--- config.mk ---
export PLATFORM = sky130hd
export DESIGN_NAME = mem_lsu
export DESIGN_NICKNAME = d
export VERILOG_FILES = /design/src/rtl/mem_lsu_pkg.sv /design/src/rtl/mem_lsu_align.sv /design/src/rtl/mem_lsu.sv
export SDC_FILE = /design/constraint.sdc
export NUM_CORES = 1
export LEC_CHECK = 0
export CAP_MARGIN = 20
export CORE_AREA = 2 2 188 190
export CTS_BUF_LIST = sky130_fd_sc_hd__clkbuf_4
export DETAILED_ROUTE_END_ITERATION = 8
export DIE_AREA = 0 0 190 192
export MAX_ROUTING_LAYER = met4
export PLACE_DENSITY = 0.7
export RECOVER_POWER = 25
export SYNTH_ARGS = -nofsm -noshare
export SYNTH_HDL_FRONTEND = slang
export SYNTH_SLANG_ARGS = --single-unit
export TNS_END_PERCENT = 30
--- constraint.sdc ---
create_clock -name clk -period 34.1 [get_ports clk]
set_input_delay 8.525 -clock clk [delete_from_list [all_inputs] [get_ports clk]]
set_output_delay 8.525 -clock clk [all_outputs]
set_load 0.01 [all_outputs]
--- src/rtl/mem_lsu_pkg.sv ---
// Shared widths, access-size and FSM encodings for the memory-access stage.
// Also holds the size-dependent byte-mask and alignment helpers.
package mem_lsu_pkg;

  localparam int DATA_BUS      = 64;
  localparam int REG_BUS       = 64;
  localparam int REG_INDEX_BUS = 5;

  typedef enum logic [1:0] {
    SIZE_B = 2'd0,
    SIZE_H = 2'd1,
    SIZE_W = 2'd2,
    SIZE_D = 2'd3
  } mem_size_e;

  typedef enum logic [1:0] {
    ST_IDLE = 2'd0,
    ST_REQ  = 2'd1,
    ST_RESP = 2'd2
  } lsu_state_e;

  function automatic logic [7:0] size_mask(input logic [1:0] size);
    case (size)
      SIZE_B:  return 8'h01;
      SIZE_H:  return 8'h03;
      SIZE_W:  return 8'h0f;
      default: return 8'hff;
    endcase
  endfunction

  function automatic logic misaligned(input logic [1:0] size, input logic [2:0] offset);
    case (size)
      SIZE_H:  return offset[0];
      SIZE_W:  return |offset[1:0];
      SIZE_D:  return |offset;
      default: return 1'b0;
    endcase
  endfunction

endpackage

--- src/rtl/mem_lsu_align.sv ---
// Byte-lane alignment: extracts and extends load data from a doubleword,
// and shifts store data / byte enables into their lanes.
module mem_align
  import mem_lsu_pkg::*;
(
  input  logic [2:0]          offset,
  input  logic [1:0]          size,
  input  logic                is_unsigned,
  input  logic [DATA_BUS-1:0] rdata,
  input  logic [DATA_BUS-1:0] wdata,
  output logic [DATA_BUS-1:0] load_data,
  output logic [DATA_BUS-1:0] store_data,
  output logic [7:0]          store_mask
);

  logic [5:0]          shamt;
  logic [DATA_BUS-1:0] lane;
  logic [DATA_BUS-1:0] wtrunc;

  assign shamt = {offset, 3'b000};
  assign lane  = rdata >> shamt;

  always_comb begin
    load_data = lane;
    wtrunc    = wdata;
    case (size)
      SIZE_B: begin
        load_data = is_unsigned ? {56'b0, lane[7:0]} : {{56{lane[7]}}, lane[7:0]};
        wtrunc    = {56'b0, wdata[7:0]};
      end
      SIZE_H: begin
        load_data = is_unsigned ? {48'b0, lane[15:0]} : {{48{lane[15]}}, lane[15:0]};
        wtrunc    = {48'b0, wdata[15:0]};
      end
      SIZE_W: begin
        load_data = is_unsigned ? {32'b0, lane[31:0]} : {{32{lane[31]}}, lane[31:0]};
        wtrunc    = {32'b0, wdata[31:0]};
      end
      default: ;
    endcase
  end

  assign store_data = wtrunc << shamt;
  assign store_mask = size_mask(size) << offset;

endmodule

--- src/rtl/mem_lsu.sv ---
// Memory-access stage: passes ALU results through, runs one data-bus
// request/response per load or store and stalls upstream while it is in flight.
module mem_lsu
  import mem_lsu_pkg::*;
(
  input  logic                     clk,
  input  logic                     rst,
  input  logic                     lsu_inst_valid_i,
  input  logic [REG_INDEX_BUS-1:0] lsu_rd_index_i,
  input  logic                     lsu_rd_en_i,
  input  logic [REG_BUS-1:0]       lsu_alu_result_i,
  input  logic                     lsu_mem_rd_i,
  input  logic                     lsu_mem_wr_i,
  input  logic [1:0]               lsu_mem_size_i,
  input  logic                     lsu_mem_unsigned_i,
  input  logic [DATA_BUS-1:0]      lsu_mem_addr_i,
  input  logic [DATA_BUS-1:0]      lsu_mem_wdata_i,
  input  logic                     lsu_flush_i,
  output logic                     lsu_stall_o,
  output logic                     lsu_misalign_o,
  output logic                     dbus_req_valid_o,
  input  logic                     dbus_req_ready_i,
  output logic                     dbus_req_wen_o,
  output logic [DATA_BUS-1:0]      dbus_req_addr_o,
  output logic [DATA_BUS-1:0]      dbus_req_wdata_o,
  output logic [7:0]               dbus_req_wmask_o,
  input  logic                     dbus_rsp_valid_i,
  input  logic [DATA_BUS-1:0]      dbus_rsp_rdata_i,
  output logic                     mem2wb_inst_valid_o,
  output logic [REG_INDEX_BUS-1:0] mem2wb_rd_index_o,
  output logic                     mem2wb_rd_en_o,
  output logic [REG_BUS-1:0]       mem2wb_rd_data_o
);

  lsu_state_e state, state_next;
  logic       drop, drop_next;
  logic       latch_en;
  logic       mem_op;
  logic       misalign;

  logic [REG_INDEX_BUS-1:0] rd_index_q;
  logic                     rd_en_q;
  logic [1:0]               size_q;
  logic                     unsigned_q;
  logic                     wen_q;
  logic [2:0]               offset_q;
  logic [DATA_BUS-4:0]      line_q;
  logic [7:0]               wmask_q;
  logic [DATA_BUS-1:0]      wdata_q;

  logic [DATA_BUS-1:0] load_data;
  logic [DATA_BUS-1:0] store_data;
  logic [7:0]          store_mask;
  logic [DATA_BUS-1:0] load_path_wdata_unused;
  logic [7:0]          load_path_wmask_unused;
  logic [DATA_BUS-1:0] store_path_rdata_unused;

  assign mem_op   = lsu_inst_valid_i & (lsu_mem_rd_i | lsu_mem_wr_i);
  assign misalign = misaligned(lsu_mem_size_i, lsu_mem_addr_i[2:0]);

  mem_align u_load_align (
    .offset      (offset_q),
    .size        (size_q),
    .is_unsigned (unsigned_q),
    .rdata       (dbus_rsp_rdata_i),
    .wdata       ('0),
    .load_data   (load_data),
    .store_data  (load_path_wdata_unused),
    .store_mask  (load_path_wmask_unused)
  );

  mem_align u_store_align (
    .offset      (lsu_mem_addr_i[2:0]),
    .size        (lsu_mem_size_i),
    .is_unsigned (1'b0),
    .rdata       ('0),
    .wdata       (lsu_mem_wdata_i),
    .load_data   (store_path_rdata_unused),
    .store_data  (store_data),
    .store_mask  (store_mask)
  );

  always_ff @(posedge clk) begin
    if (rst) begin
      state <= ST_IDLE;
      drop  <= 1'b0;
    end else begin
      state <= state_next;
      drop  <= drop_next;
    end
  end

  // Transaction fields captured at issue; held stable on the bus until handshake.
  always_ff @(posedge clk) begin
    if (latch_en) begin
      rd_index_q <= lsu_rd_index_i;
      rd_en_q    <= lsu_rd_en_i;
      size_q     <= lsu_mem_size_i;
      unsigned_q <= lsu_mem_unsigned_i;
      wen_q      <= lsu_mem_wr_i;
      offset_q   <= lsu_mem_addr_i[2:0];
      line_q     <= lsu_mem_addr_i[DATA_BUS-1:3];
      wmask_q    <= store_mask;
      wdata_q    <= store_data;
    end
  end

  always_comb begin
    state_next          = state;
    drop_next           = drop;
    latch_en            = 1'b0;
    lsu_stall_o         = 1'b0;
    lsu_misalign_o      = 1'b0;
    dbus_req_valid_o    = 1'b0;
    dbus_req_wen_o      = 1'b0;
    dbus_req_addr_o     = '0;
    dbus_req_wdata_o    = '0;
    dbus_req_wmask_o    = '0;
    mem2wb_inst_valid_o = 1'b0;
    mem2wb_rd_index_o   = '0;
    mem2wb_rd_en_o      = 1'b0;
    mem2wb_rd_data_o    = '0;
    if (!rst) begin
      case (state)
        ST_IDLE: begin
          if (mem_op && !lsu_flush_i) begin
            if (misalign) begin
              lsu_misalign_o      = 1'b1;
              mem2wb_inst_valid_o = 1'b1;
              mem2wb_rd_index_o   = lsu_rd_index_i;
            end else begin
              latch_en    = 1'b1;
              lsu_stall_o = 1'b1;
              state_next  = ST_REQ;
            end
          end else begin
            mem2wb_inst_valid_o = lsu_inst_valid_i & ~lsu_flush_i;
            mem2wb_rd_index_o   = lsu_rd_index_i;
            mem2wb_rd_en_o      = lsu_rd_en_i;
            mem2wb_rd_data_o    = lsu_alu_result_i;
          end
        end
        ST_REQ: begin
          lsu_stall_o      = 1'b1;
          dbus_req_valid_o = 1'b1;
          dbus_req_wen_o   = wen_q;
          dbus_req_addr_o  = {line_q, 3'b000};
          dbus_req_wdata_o = wdata_q;
          dbus_req_wmask_o = wmask_q;
          // A flush in the handshake cycle cannot cancel the request, only its retirement.
          if (dbus_req_ready_i) begin
            state_next = ST_RESP;
            drop_next  = lsu_flush_i;
          end else if (lsu_flush_i) begin
            state_next = ST_IDLE;
          end
        end
        ST_RESP: begin
          if (lsu_flush_i) drop_next = 1'b1;
          if (dbus_rsp_valid_i) begin
            state_next          = ST_IDLE;
            drop_next           = 1'b0;
            mem2wb_inst_valid_o = ~(drop | lsu_flush_i);
            mem2wb_rd_index_o   = rd_index_q;
            mem2wb_rd_en_o      = rd_en_q & ~wen_q;
            mem2wb_rd_data_o    = wen_q ? '0 : load_data;
          end else begin
            lsu_stall_o = 1'b1;
          end
        end
        default: state_next = ST_IDLE;
      endcase
    end
  end

endmodule

==> Flow_metrics.wiki <==
{| class="wikitable"
! Metric !! Value
|-
| Distinct cells, synth || 57
|-
| Final routed DRC violation total || 0
|-
| R2R Path Start || state[1]
|-
| Layout filler cell count || 3212
|-
| Fraction of final layout cells sized beyond drive strength 1 || 0.08339
|-
| Initial antenna violation count || 7
|-
| Main synth FF type || sky130_fd_sc_hd__edfxtp_1
|-
| Count of final hold-check violations || 0
|-
| Net switching share of the total power || 0.2923
|-
| Clock root cell || sky130_fd_sc_hd__clkbuf_4
|-
| Crit share post-route || 0.6522
|-
| Via count || 10.33k
|-
| Hold buffers post-CTS || 0
|-
| Standard cell with the maximum stage delay on the critical path || sky130_fd_sc_hd__clkbuf_1
|-
| Clock share of power || 0.266
|-
| Power density over the cells || 28.63 mW/mm²
|-
| Worst hold start || drop
|-
| Clock-pin transition on the worst setup and hold timing paths || 0.14 ns
|-
| Violations in the final reports || max-capacitance violations, max-slew violations
|-
| Number of cells on the worst reg-to-reg path || 4
|-
| Die area || 0.03648 mm²
|-
| Worst min-delay path class || flop to flop
|-
| Netlist area before placement || 0.01031 mm²
|-
| Minimum period implied by the final worst setup slack || 22.24 ns
|-
| Critical Path Max Stage Delay || 2.73 ns
|-
| Pint || 0.3175 mW
|-
| Final count of negative-setup-slack endpoints || 0
|-
| Max-slew headroom || -1.613
|-
| Average cell area after synthesis || 9.630 µm²
|-
| Worst Hold Endpoint || drop
|-
| Crit-path most repeated cell || sky130_fd_sc_hd__o21ai_0
|-
| Number of cells traversed by the worst hold path || 2
|-
| Peak supply drop || 0.01509 mV
|-
| Max H-tree Level || 4
|-
| CP Data Required Time || 25.57 ns
|-
| Worst setup margin || 11.86 ns
|-
| Average via count per standard cell || 5.269
|-
| Sequential cell area fraction in the yosys report || 0.4309
|-
| Post-synthesis to final-layout area growth || 51.95%
|-
| Sequential Power Share || 0.461
|-
| Slew at the pin closest to its max-slew limit || 3.920 ns
|-
| Met1 routing resource usage after global routing || 0.2721
|-
| CTS tree || yes
|-
| Post-synth EDFFs || 146
|-
| Cell Rows || 68
|-
| Status || complete, but fails checks
|-
| Cell area after layout || 0.01567 mm²
|-
| Die outline width || 190 µm
|-
| Start-to-end type of the worst setup path || input pin to output pin
|-
| Starting density of the core || 0.3008
|-
| Worst setup skew after layout || 0.02564 ns
|-
| Worst-path fanout max || 82
|-
| Buffers added on ports || 480
|-
| Average wire per standard cell || 22.64 µm
|-
| Number of buffers created by CTS || 17
|-
| Most used routing layer || met2
|-
| Critical path endpoint category || output pin
|-
| Number of cells produced by synthesis || 1071
|-
| Height of the chip || 192 µm
|-
| Post-synthesis sequential element count || 149
|-
| Clock latency at the later pin of the worst-skew pair || 0.55 ns
|-
| Vias in the first global route || 10.05k
|-
| Pin count of the biggest net entering global routing || 114
|-
| Max-cap violations || 3
|-
| Clock sink count || 149
|-
| Placed wire-length estimate || 34030 µm
|-
| Remaining number of nets flagged by the antenna check after routing || 0
|-
| Critical path arrival || 13.71 ns
|-
| Drt total wl || 44410 µm
|-
| Leakage Power || 5.440 nW
|-
| List of cells traversed by the critical path || buf_2, clkbuf_1, o21ai_0, o21ai_0, nor4b_1, clkdlybuf4s50_1
|-
| TritonRoute pass-1 iters || 7
|-
| Post-Route Utilization || 0.4571
|-
| Commonest non-fill, non-tap cell in the layout || sky130_fd_sc_hd__clkdlybuf4s50_1
|-
| Most frequent cells in the layout || sky130_fd_sc_hd__clkdlybuf4s50_1, sky130_fd_sc_hd__edfxtp_1, sky130_fd_sc_hd__and2_1
|-
| Startpoint type of the worst setup path || input pin
|-
| Number of violations reported at the end of detailed-routing iteration 0 || 735
|-
| Unrepaired setup endpoints after global routing || false
|-
| Number of buffers on the longest clock path || 2
|-
| Setup bufs post-CTS || 0
|-
| Total stage count of the critical path || 6
|-
| Warnings, synthesis || 0
|-
| CP top delay family || buffers and inverters
|-
| Fmax || 44.96 MHz
|-
| Aggregate global routing overflow || 0
|-
| Global placer's final weighted congestion || 0.9310
|-
| Met3 Usage GRT || 0.06377
|-
| Hold slack || 0.5307 ns
|-
| R2R setup slack || 30.96 ns
|-
| Worst r2r dst || wdata_q[0]
|-
| Count of pins on the block boundary || 484
|-
| Combinational share of power || 0.274
|-
| GRT Overall Usage || 0.2401
|-
| Core region area || 0.03429 mm²
|-
| Total Nets Final || 1759
|-
| Global-route wire length before repair || 63470 µm
|-
| Buffering stage count on the worst path with inverters included || 3
|-
| Area of placed instances || 0.01536 mm²
|-
| Fraction of synthesis flops using an asynchronous set or reset pin || 0
|-
| Number of slew-limit violations in the final report || 241
|-
| Met2 layer usage reported by global route || 0.4110
|-
| Post_cts resized || 0
|-
| Setup TNS || 0 ns
|-
| Net switching power figure || 0.1311 mW
|-
| Setup slack at placement || 13.84 ns
|}
==> worst register-to-register path: cells and delay by family, from the launching register on <==
family	cells	cell delay (ns)
buffers and inverters	2	1.55
and+or+nand+nor	2	0.69
DFF	1	0.43
==> power groups by stage <==
stage	Sequential [mW]	Clock, mW	Combinational [mW]
after floorplan	0.211	0	0.0533
after global placement	0.211	0	0.122
after detailed placement	0.211	0	0.123
after CTS	0.207	0.123	0.124
after global routing	0.207	0.129	0.131
final	0.207	0.119	0.123
==> Yosys cell counts, types with 3 or more instances <==
master                      instances  area, µm²
sky130_fd_sc_hd__a211o_1            7      61.31
sky130_fd_sc_hd__a211oi_1           9      67.56
sky130_fd_sc_hd__a21o_1             5      37.54
sky130_fd_sc_hd__a21oi_1           71      355.3
sky130_fd_sc_hd__a221oi_1          14      122.6
sky130_fd_sc_hd__a22o_1             4      35.03
sky130_fd_sc_hd__a22oi_1           40      300.3
sky130_fd_sc_hd__a2bb2oi_1          7      61.31
sky130_fd_sc_hd__a31oi_1            3      18.77
sky130_fd_sc_hd__and2_1           145      907.1
sky130_fd_sc_hd__buf_1              9      33.78
sky130_fd_sc_hd__buf_2             15      75.07
sky130_fd_sc_hd__buf_4              8      60.06
sky130_fd_sc_hd__buf_6              4      45.04
sky130_fd_sc_hd__clkbuf_1          67      251.5
sky130_fd_sc_hd__dfxtp_1            3      60.06
sky130_fd_sc_hd__edfxtp_1         146       4384
sky130_fd_sc_hd__inv_1             15      56.30
sky130_fd_sc_hd__mux2_2            34      382.9
sky130_fd_sc_hd__mux2i_1           48      480.5
sky130_fd_sc_hd__mux4_2            23      518.0
sky130_fd_sc_hd__nand2_1           89      334.1
sky130_fd_sc_hd__nand2b_1           5      31.28
sky130_fd_sc_hd__nand3_1            3      15.01
sky130_fd_sc_hd__nor2_1            92      345.3
sky130_fd_sc_hd__nor2b_1           20      125.1
sky130_fd_sc_hd__nor3_1            20      100.1
sky130_fd_sc_hd__o21ai_0           48      240.2
sky130_fd_sc_hd__o21ai_1           37      185.2
sky130_fd_sc_hd__o22ai_1           39      244.0
sky130_fd_sc_hd__o31ai_1            3      22.52
sky130_fd_sc_hd__o31ai_2            4      50.05
sky130_fd_sc_hd__or2_2              5      31.28
==> registers in the layout (all words and copies together) (netlist names), 2 cells and up <==
name	cells
line_q	61
wmask_q	8
state	2
rd_index_q	5
wdata_q	64
offset_q	3
size_q	2
==> cell type report <==
| type | count | area (µm²) | area share |
|---|---|---|---|
| multi-input cells | 805 | 5376 | 0.3431 |
| repair buffers | 497 | 4902 | 0.3128 |
| flip-flops and latches | 149 | 4444 | 0.2836 |
| well taps | 455 | 569.3 | 0.03633 |
| clock inverters | 14 | 166.4 | 0.01062 |
| clock buffers | 18 | 135.1 | 0.008623 |
| inverters | 16 | 60.06 | 0.003832 |
| diodes | 7 | 17.52 | 0.001118 |
==> per-layer routing <==
layer	up-vias	wire length (µm)
li1	4777	-
met1	4951	16530
met2	531	22250
met3	74	4145
met4	0	1474
met5	-	0
==> metrics by stage <==
step | power, mW | std cells
2_1_floorplan | 0.2645 | 1073
5_1_grt | 0.4674 | 1960
3_5_place_dp | 0.3337 | 1921
6_report | 0.4486 | 1961
4_1_cts | 0.4530 | 1953
3_3_place_gp | 0.3327 | 1921
==> how the worst max path moves through the flow <==
| stage | start | endpoint | slack [ns] |
|---|---|---|---|
| finish | lsu_mem_addr_i[0] | lsu_misalign_o | 11.86 |
| global route | lsu_mem_addr_i[0] | mem2wb_inst_valid_o | 11.34 |
| CTS | lsu_mem_wr_i | mem2wb_rd_data_o[20] | 13.84 |
| detailed placement | lsu_mem_wr_i | mem2wb_rd_data_o[20] | 13.84 |
| global placement | lsu_mem_wr_i | mem2wb_rd_data_o[20] | 13.84 |
| floorplan | lsu_mem_addr_i[0] | line_q[0] | 10.34 |
==> cells by family after synthesis <==
logic type,synth area share
AND/OR/NAND/NOR,0.1988
AO/OA/AOI/OAI,0.1850
flip-flops,0.4309
buffers and inverters,0.05095
multiplexers,0.1339
other,0.0003636
(Power assumes the default switching activity.)
